`src/rtl/hazard_stall_controller.sv`:
```
// hazard_stall_controller
//
// Pipeline sequencing controller for the 5-stage MIPS core. Handles the
// hazards the EX-stage forwarding network cannot: load-use stalls,
// taken-branch / jump flushes and multi-cycle mult/div (MDU) occupancy.
//
// Parameters
//   MDU_LATENCY  EX cycles a mult/div occupies (2..15).
//   CNT_W        MDU cycle counter width, 2**CNT_W > MDU_LATENCY.
//
// Ports
//   clk            in   core clock, rising edge
//   reset          in   synchronous reset, active low
//   ID_EX_MemRead  in   instruction in EX is a load
//   ID_EX_Rt       in   destination register of that load
//   IF_ID_Rs       in   source Rs of the instruction in ID
//   IF_ID_Rt       in   source Rt of the instruction in ID
//   Jump           in   J/JAL/JR decoded in ID
//   BranchTaken    in   branch resolved taken in MEM
//   MDU_Start      in   mult/div entering EX this cycle
//   PCWrite        out  PC load enable
//   IF_ID_Write    out  IF/ID load enable
//   IF_ID_Flush    out  IF/ID cleared to NOP
//   ID_EX_Write    out  ID/EX load enable
//   ID_EX_Bubble   out  ID/EX control fields zeroed
//   EX_MEM_Bubble  out  EX/MEM control fields zeroed
//   MDU_Busy       out  MDU operation in progress (registered; this is the
//                       FSM state bit, 1 = MDU_BUSY)
//   MDU_Abort      out  one-cycle pulse, in-flight MDU op cancelled
//
// Optional build macro HAZARD_STATS_EN adds two saturating 16-bit counters:
//   stall_cycles   out  cycles with PCWrite == 0
//   flush_events   out  cycles with IF_ID_Flush == 1

module hazard_stall_controller #(
  parameter int MDU_LATENCY = 4,
  parameter int CNT_W       = 4
) (
  input  logic       clk,
  input  logic       reset,
  input  logic       ID_EX_MemRead,
  input  logic [4:0] ID_EX_Rt,
  input  logic [4:0] IF_ID_Rs,
  input  logic [4:0] IF_ID_Rt,
  input  logic       Jump,
  input  logic       BranchTaken,
  input  logic       MDU_Start,
  output logic       PCWrite,
  output logic       IF_ID_Write,
  output logic       IF_ID_Flush,
  output logic       ID_EX_Write,
  output logic       ID_EX_Bubble,
  output logic       EX_MEM_Bubble,
  output logic       MDU_Busy,
  output logic       MDU_Abort
`ifdef HAZARD_STATS_EN
  ,
  output logic [15:0] stall_cycles,
  output logic [15:0] flush_events
`endif
);

  typedef enum logic {
    IDLE     = 1'b0,
    MDU_BUSY = 1'b1
  } state_t;

  localparam logic [CNT_W-1:0] CNT_LOAD = CNT_W'(MDU_LATENCY - 1);
  localparam logic [CNT_W-1:0] CNT_ONE  = CNT_W'(1);

  state_t           state, state_next;
  logic [CNT_W-1:0] cnt, cnt_next;
  logic             abort_next;
  logic             load_use;

  // A load into $zero never creates a real dependency.
  assign load_use = ID_EX_MemRead && (ID_EX_Rt != 5'd0) &&
                    ((ID_EX_Rt == IF_ID_Rs) || (ID_EX_Rt == IF_ID_Rt));

  // State register doubles as the MDU_Busy output, so the FSM state is
  // directly observable at the port.
  always_ff @(posedge clk) begin
    if (!reset) begin
      state     <= IDLE;
      cnt       <= '0;
      MDU_Abort <= 1'b0;
    end else begin
      state     <= state_next;
      cnt       <= cnt_next;
      MDU_Abort <= abort_next;
    end
  end

  assign MDU_Busy = (state == MDU_BUSY);

  always_comb begin
    state_next    = state;
    cnt_next      = cnt;
    abort_next    = 1'b0;
    PCWrite       = 1'b1;
    IF_ID_Write   = 1'b1;
    IF_ID_Flush   = 1'b0;
    ID_EX_Write   = 1'b1;
    ID_EX_Bubble  = 1'b0;
    EX_MEM_Bubble = 1'b0;

    if (BranchTaken) begin
      // Taken branch squashes everything younger, including a mult/div that
      // is in flight or just starting; the PC takes the branch target.
      IF_ID_Flush   = 1'b1;
      ID_EX_Bubble  = 1'b1;
      EX_MEM_Bubble = 1'b1;
      state_next    = IDLE;
      cnt_next      = '0;
      abort_next    = (state == MDU_BUSY);
    end else begin
      unique case (state)
        IDLE: begin
          if (load_use) begin
            // Stall wins over Jump: the jump sits in ID and must not be
            // flushed while IF/ID is being held.
            PCWrite      = 1'b0;
            IF_ID_Write  = 1'b0;
            ID_EX_Bubble = 1'b1;
          end else if (Jump) begin
            IF_ID_Flush = 1'b1;
          end
          if (MDU_Start) begin
            state_next = MDU_BUSY;
            cnt_next   = CNT_LOAD;
          end
        end
        MDU_BUSY: begin
          // Whole front end frozen; hazards in ID are re-evaluated once
          // we are back in IDLE. The last busy cycle lets the result
          // through into EX/MEM.
          PCWrite       = 1'b0;
          IF_ID_Write   = 1'b0;
          ID_EX_Write   = 1'b0;
          EX_MEM_Bubble = (cnt != CNT_ONE);
          cnt_next      = cnt - CNT_ONE;
          if (cnt == CNT_ONE) begin
            state_next = IDLE;
          end
        end
        default: begin
          state_next = IDLE;
          cnt_next   = '0;
        end
      endcase
    end
  end

`ifdef HAZARD_STATS_EN
  always_ff @(posedge clk) begin
    if (!reset) begin
      stall_cycles <= '0;
      flush_events <= '0;
    end else begin
      if (!PCWrite && (stall_cycles != 16'hFFFF)) begin
        stall_cycles <= stall_cycles + 16'd1;
      end
      if (IF_ID_Flush && (flush_events != 16'hFFFF)) begin
        flush_events <= flush_events + 16'd1;
      end
    end
  end
`endif

endmodule

```
`config.mk`:
```
export PLATFORM = sky130hd
export DESIGN_NAME = hazard_stall_controller
export DESIGN_NICKNAME = d
export VERILOG_FILES = /design/src/rtl/hazard_stall_controller.sv
export SDC_FILE = /design/constraint.sdc
export NUM_CORES = 1
export LEC_CHECK = 0
export CORE_MARGIN = 3
export CORE_UTILIZATION = 34
export CTS_CLUSTER_DIAMETER = 40
export CTS_CLUSTER_SIZE = 30
export DETAILED_ROUTE_END_ITERATION = 6
export PLACE_DENSITY = 0.75
export SYNTH_ARGS = -nofsm -noshare
export SYNTH_HDL_FRONTEND = slang
export SYNTH_SLANG_ARGS = --single-unit
```
`constraint.sdc`:
```
create_clock -name clk -period 1.5 [get_ports clk]
set_clock_uncertainty 0.1 [all_clocks]
set_input_delay 0.15 -clock clk [delete_from_list [all_inputs] [get_ports clk]]
set_output_delay 0.15 -clock clk [all_outputs]
set_load 0.01 [all_outputs]
```
# Word-level counts from Yosys, hierarchy flattened
# Index checks and enable logic that the tools add are counted.
op_classes:
  addsub: 1
  bitwise: 2
  reduce_logical: 6
  eq_ne: 5
  div_mod_pow: 0
  magnitude_cmp: 0
  mux: 19
  shifts: 0
  mul: 0
op_table:
  columns: ["op", "count"]
  rows:
  - ["1-bit two-way mux", 15]
  - ["5-bit == test", 2]
  - ["4-bit case mux with 2 select lines", 1]
  - ["5-bit nonzero test", 1]
  - ["4-bit by 1-bit == test with 1-bit output, second input constant", 1]
  - ["4-bit two-way mux", 1]
  - ["4-bit by 1-bit inequality test with 1-bit output, second input constant", 1]
  - ["1-bit case mux with 2 select lines", 2]
  - ["4-bit by 1-bit subtractor with 4-bit output, second input constant", 1]
  - ["1-bit logical AND", 2]
  - ["2-bit inequality test, second input constant", 1]
  - ["1-bit inverter", 2]
  - ["2-bit AND reduction", 1]
  - ["2-bit OR reduction", 1]
  - ["1-bit logical OR", 1]
totals:
  out_inout_bits: 8
  mem_count: 0
  latch_bits: 0
  ff_bits: 6
  ram_bits: 0
  inputBits: 21
  rom_bits: 0

# Longest topological paths before layout
# Gate-level depths: netlist (run 1).
logic_depth:
  depth_word: 6
  mapped_depth: 5
  mapped_depth_nobuf: 5

# Worst setup path before layout (run 1)
# Ideal clock, no wire load.
synth_timing:
  kind: "input port to output port"
  startpoint: "input ID_EX_Rt[1]"
  endpoint: "output PCWrite"
  required_time_ns: 1.250
  setup_slack_ns: -0.070
  stages: 5
  arrival_ns: 1.320
  cell_sequence: "or4_1 > o21ai_2 > nor2_1 > a21boi_1 > buf_4"
synth_via:
  elab_chain_len: 6
  word_cells_on_any_way: 9
  cone_classes: "eq/ne: 2; mux: 3; reduce/logical: 4"
synth_lines:
  columns: ["element", "line", "source"]
  rows:
  - ["start, declared", "42", "input logic [4:0] ID_EX_Rt,"]
  - ["5-bit == test / 5-bit nonzero test (equally long branches)", "78, 77", null]
  - ["1-bit logical OR / 1-bit logical AND (equally long branches)", "78, 77", null]
  - ["1-bit logical AND *", "77", "assign load_use = ID_EX_MemRead && (ID_EX_Rt != 5'd0) &&"]
  - ["1-bit two-way mux *", null, null]
  - ["1-bit case mux with 2 select lines *", null, null]
  - ["1-bit two-way mux *", null, null]
  - ["end, declared", "48", "output logic PCWrite,"]
# Mark *: on every way between the ends. The rest lies on a longest branch, timed or not.

# Worst setup path in the final report (run 1)
layout_timing:
  startpoint: "input ID_EX_Rt[3]"
  endpoint: "output ID_EX_Bubble"
layout_via:
  elab_chain_len: 6
  word_cells_on_any_way: 9
  cone_classes: "eq/ne: 2; mux: 3; reduce/logical: 4"
layout_lines:
  columns: ["element", "line", "source"]
  rows:
  - ["5-bit == test / 5-bit nonzero test (equally long branches)", "78, 77", null]
  - ["1-bit logical OR / 1-bit logical AND (equally long branches)", "78, 77", null]
  - ["1-bit logical AND *", "77", null]
  - ["1-bit two-way mux *", "119", "if (load_use) begin"]
  - ["1-bit two-way mux *", "117", "unique case (state)"]
  - ["1-bit two-way mux *", "107", "if (BranchTaken) begin"]
  - ["end, declared", "52", "output logic ID_EX_Bubble,"]
# Marks and branches as above.

==> metrics.yaml, run 1 <==
clock_tree:
  clock_path_buffers: 2
  clk_pin_slew_ns: 0.04
  cts_tree: "built"
  ctsHoldBuffers: 0
  cts.sinks: 6
  clk_latency_ns: 0.24
  root_buffer: "clkbuf_4"
  htreeDepth: 1
  numCtsBuffers: 3
power_and_ir_drop:
  p_leak_nw: 0.359
  finalPower_mw: 0.494
  ir_drop_mv: 0.351
  power_density_nw_per_um2: 586
sta:
  finalCriticalPeriod_ns: 1.53
  finalCritPeriodShare: 1.02
  setup_violations: 3
  slew_violations: 0
  finalSetupTns_ns: -0.0354
  fmax_mhz: 653
  worst_slack_ns: -0.0323
  rsz0062_at_grt: "true"
  tightest_slew_ns: 0.260
  hold_viol_final: 0
  relSlewSlack: 0.825
global_routing:
  grtUsageTotal: 0.150
  grt_pass1_wl_mm: 2.06
  grt_antenna_before_repair: 0
  grt_start_max_net_pins: 13
  grt_overflow: 0
  grt_pass1_vias: 513
finish:
  drive_above_1_share: 0.343
  fill_cells: 103
  antenna_cells: 0
  fin_nets: 124
  fin_cells: 113
  syn_to_final_growth_pct: 83.7
yosys:
  ys_types: 23
  ys_ff_latch: 6
  syn_area_um2: 459
  synth_warnings: 0
  synth.most_common_cell: "xnor2_1"
  synthArstFlopShare: 0
  seq_area_frac_synth: 0.262
  yosysTopAreaCellShare: 0.262
  syn_avg_cell_area_um2: 7.92
  synth_nets: 81
  synth_top_area_cell: "dfxtp_1"
  synth_area_leaders: "dfxtp_1, xnor2_1, ha_1"
  synth-edff-count: 0
  ys.flop_type: "dfxtp_1"
  synth_cells: 58
  synthTopCellsByCount: "xnor2_1, dfxtp_1, nor2_1"
route:
  routed_wl_mm: 1.29
  routed_via_density: 4.96
  wire_per_inst_um: 11.4
  num_vias: 560
  antenna_left: 0
  post-route-drc-count: 0
  drt_first_pass_iters: 4
  first_iter_violations: 5
place:
  numPortBuffers: 28
  gp_congestion: 0.833
  dp_hpwl_mm: 1.11
  placedCellCount: 110
  pre_cts_ws_ns: -0.787
setup_path:
  arrival_ns: 1.28
  critical_path_class: "in2out"
  path_cells: "buf_6 > or4_4 > o21ai_4 > nor2_1 > a21o_1 > buf_2"
  startpoint: "ID_EX_Rt[3]"
  critPathMaxStageDelay_ns: 0.53
  crit_path_end_kind: "primary output"
  crit_buf_inv: 2
  crit_slowest_cell: "or4_4"
  path_delay_family: "simple AND/OR/NAND/NOR gates"
  startpoint_type: "input port"
  cp_max_fo: 3
  critPathRequiredTime_ns: 1.25
  regToRegStartpoint: "cnt[0]"
floorplan:
  fp-row-count: 12
  die_area_um2: 1830
  initial_core_util: 0.387
  dieWidth_um: 42.8
  io_pins: 29
  core_area_um2: 1190
  fp.dieH_um: 42.8
run_status:
  status: "finished, violations left"
  violations: "setup timing"
flow_run:
  drv_cap: 0
min_path:
  min_from: "cnt[2]"
  min_path_type: "reg2reg"
[timing repair]
action	4_1_cts	5_1_grt
setup endpoints to repair	7	5
buffers inserted	0	0
pin swaps	21	1
gates resized for setup	58	3
[state kept, by name, indices dropped and copies added (netlist names)]
name / cells
MDU_Busy: 1
MDU_Abort: 1
cnt: 4
[per-stage QoR]
stage / instance area (um^2) / utilization / hold slack (ns)
floorplan: 463 / - / 0.203
global placement: 836 / 0.705 / 0.397
detailed placement: 836 / 0.705 / 0.397
CTS: 837 / 0.706 / 0.403
global route: 843 / 0.711 / 0.441
finish: 843 / 0.711 / 0.415
[where the power goes]
group | total [mW] | internal, mW | switching, mW
registers | 0.172 | 0.167 | 0.00556
logic | 0.177 | 0.103 | 0.0743
clock network | 0.145 | 0.0903 | 0.0545
[cells by family after synthesis]
group,Yosys count,share of synthesized area
simple gates,20,0.213
compound gates,15,0.223
xor+xnor,10,0.191
flops,6,0.262
buf+inv,5,0.0572
fa+ha+maj,2,0.0545
[tightest hold or removal path, cell delays in order, from the launching register on]
cell and delay, ns:
dfxtp_1 0.33, o21ai_0 0.08, a21oi_1 0.06
[placed cells by master, fill, tap and decap left out, types with 3 or more instances in the layout]
master,instances
buf_4,11
nand2_1,4
nor3_1,4
buf_2,8
dfxtp_1,5
xnor2_1,10
clkdlybuf4s50_1,6
nor2_1,3
clkbuf_4,3
dlygate4sd2_1,13
[worst paths after layout]
kind / slack [ns] / cells after the start / to
hold / removal: 0.42 / 2 / cnt[2]
setup / recovery: -0.03 / 6 / ID_EX_Bubble
hold reg to reg: 0.42 / 2 / cnt[2]
setup reg to reg: 0.24 / 4 / cnt[1]
[final cells by class]
class	count	area, um^2	share of cell area
flip-flops and latches	6	121	0.144
well taps	14	17.5	0.0208
clock buffers	3	22.5	0.0267
inverters	3	11.3	0.0134
repair buffers	40	319	0.378
multi-input cells	47	352	0.417
[layer usage]
| metal | global-route usage | share of wire |
|---|---|---|
| met1 | 0.161 | 0.40 |
| met2 | 0.257 | 0.53 |
| met3 | 0.0636 | 0.060 |
| met4 | 0.0559 | 0.011 |
| met5 | 0 | 0 |
No activity file was read; power rests on OpenSTA's default activity.
==> inputs of run 2 (changes only) <==
- CORE_MARGIN: 3 -> 2
==> run 2 against run 1 <==
Against the previous run:
- the run still ends with setup timing left
- critical path depth is the same
- setup slack got worse by 0.015 ns
- worst hold slack improved by 0.0049 ns
- power increased by 3.9%
- sequential share of layout area is 0.59 points lower
- sequential cell count unchanged
- design area grew 4.3%
- final cell count grew 3.5%
- via count increased by 3.4%
==> metrics.yaml, run 2 (same netlist as run 1, synthesis figures left out) <==
run_status:
  status: "finished, violations left"
  violations: "setup timing"
setup_path:
  crit_buf_inv: 2
  arrival_ns: 1.30
  startpoint_type: "input port"
  cp_max_fo: 3
  crit_slowest_cell: "or4_4"
  critical_path_class: "in2out"
  critPathRequiredTime_ns: 1.25
  path_cells: "buf_6 > or4_4 > o21ai_4 > nor2_2 > a21o_1 > buf_2"
  path_delay_family: "simple AND/OR/NAND/NOR gates"
  critPathMaxStageDelay_ns: 0.53
  crit_path_end_kind: "primary output"
place:
  place_area_um2: 852
  pre_cts_ws_ns: -0.801
  dp_hpwl_mm: 1.21
  gp_congestion: 0.743
  numPortBuffers: 28
power_and_ir_drop:
  ir_drop_mv: 0.369
  p_leak_nw: 0.382
  power_density_nw_per_um2: 584
sta:
  tightest_slew_ns: 0.234
  rsz0062_at_grt: "true"
  finalSetupTns_ns: -0.105
  finalCritPeriodShare: 1.03
  finalCriticalPeriod_ns: 1.55
  hold_viol_final: 0
  holdWs_ns: 0.420
  worst_slack_ns: -0.0468
  slew_violations: 0
  fmax_mhz: 646
  relSlewSlack: 0.843
  setup_violations: 4
global_routing:
  grtUsageTotal: 0.210
  grt_pass1_vias: 558
  grt_antenna_before_repair: 0
  grt_overflow: 0
  grt_start_max_net_pins: 9
  grt_pass1_wl_mm: 2.17
finish:
  largest_reg_flops: 4
  syn_to_final_growth_pct: 91.6
  final_common_cell: "buf_4"
  fin_nets: 127
  drive_above_1_share: 0.382
  mostFrequentLayoutCells: "buf_4, dlygate4sd2_1, xnor2_1, clkdlybuf4s50_1, buf_2"
  antenna_cells: 0
  top_register: "cnt"
  design_area_um2: 880
clock_tree:
  htreeDepth: 1
  clock_path_buffers: 2
  numCtsBuffers: 3
  clk_pin_slew_ns: 0.04
  ctsHoldBuffers: 0
  cts.sinks: 6
  root_buffer: "clkbuf_4"
  cts_tree: "built"
  clk_latency_ns: 0.24
route:
  first_iter_violations: 2
  wire_per_inst_um: 13.0
  post-route-drc-count: 0
  drt_first_pass_iters: 3
  routed_via_density: 4.95
  antenna_left: 0
  num_vias: 579
  routed_wl_mm: 1.52
floorplan:
  die_area_um2: 1660
  core_area_um2: 1280
  initial_core_util: 0.357
  fp-row-count: 13
  io_pins: 29
  fp.dieH_um: 40.8
  dieWidth_um: 40.8
min_path:
  min_path_type: "reg2reg"
flow_run:
  drv_cap: 0
## run 2: changes by cell type in the layout (fill, tap and decap cells not counted), sizes merged
cell           delta
buf               +1
clkbuf            +2
clkdlybuf4s15     +1
dlygate4sd2       -1
## run 2: where the power goes
group	total [mW]	internal, mW	switching, mW
Combinational	0.192	0.111	0.0817
Clock	0.149	0.0905	0.0584
Sequential	0.172	0.166	0.00569
Total	0.513	0.368	0.146
## run 2: area by class of cell
| cell class | instances | area (um^2) |
|---|---|---|
| inverter | 3 | 11.3 |
| sequential | 6 | 121 |
| tap | 15 | 18.8 |
| timing repair buffer | 43 | 339 |
| fill | 126 | 405 |
| multi-input combinational | 47 | 367 |
| clock buffer | 3 | 22.5 |
## run 2: final timing paths
| path | slack, ns | end | from | cells past startpoint |
|---|---|---|---|---|
| worst min-delay path | 0.42 | cnt[2] | cnt[2] | 2 |
| worst max-delay path | -0.05 | ID_EX_Bubble | ID_EX_Rt[4] | 6 |
| worst min register to register | 0.42 | cnt[2] | cnt[2] | 2 |
| worst max register to register | 0.22 | cnt[1] | cnt[0] | 4 |
## run 2: through the flow
stage | total power [mW] | cells | utilization
after floorplan | 0.248 | 58 | -
after global placement | 0.365 | 113 | 0.663
after detailed placement | 0.371 | 113 | 0.663
after CTS | 0.516 | 118 | 0.684
after global routing | 0.546 | 117 | 0.685
final | 0.513 | 117 | 0.685
## run 2: worst reg2reg max path, stage by stage (launching register included)
cell and delay, ns:
dfxtp_1 0.37, buf_4 0.15, inv_1 0.05, ha_1 0.31, a211oi_1 0.22
## run 2: per-layer routing
| metal | part of all wire | vias up | GRT usage | wire length [um] |
|---|---|---|---|---|
| met3 | 0.072 | 4 | 0.0652 | 110 |
| li1 | - | 292 | - | - |
| met4 | 0.022 | 0 | 0.150 | 34 |
| met2 | 0.56 | 28 | 0.413 | 846 |
| met1 | 0.35 | 255 | 0.172 | 526 |
| met5 | 0 | - | 0 | 0 |
## run 2: what timing repair did
item                                    4_1_cts  5_1_grt
gates resized for setup                      56        6
pin swaps                                    20        6
endpoints found under the setup margin        7        6
buffers inserted                              2        0
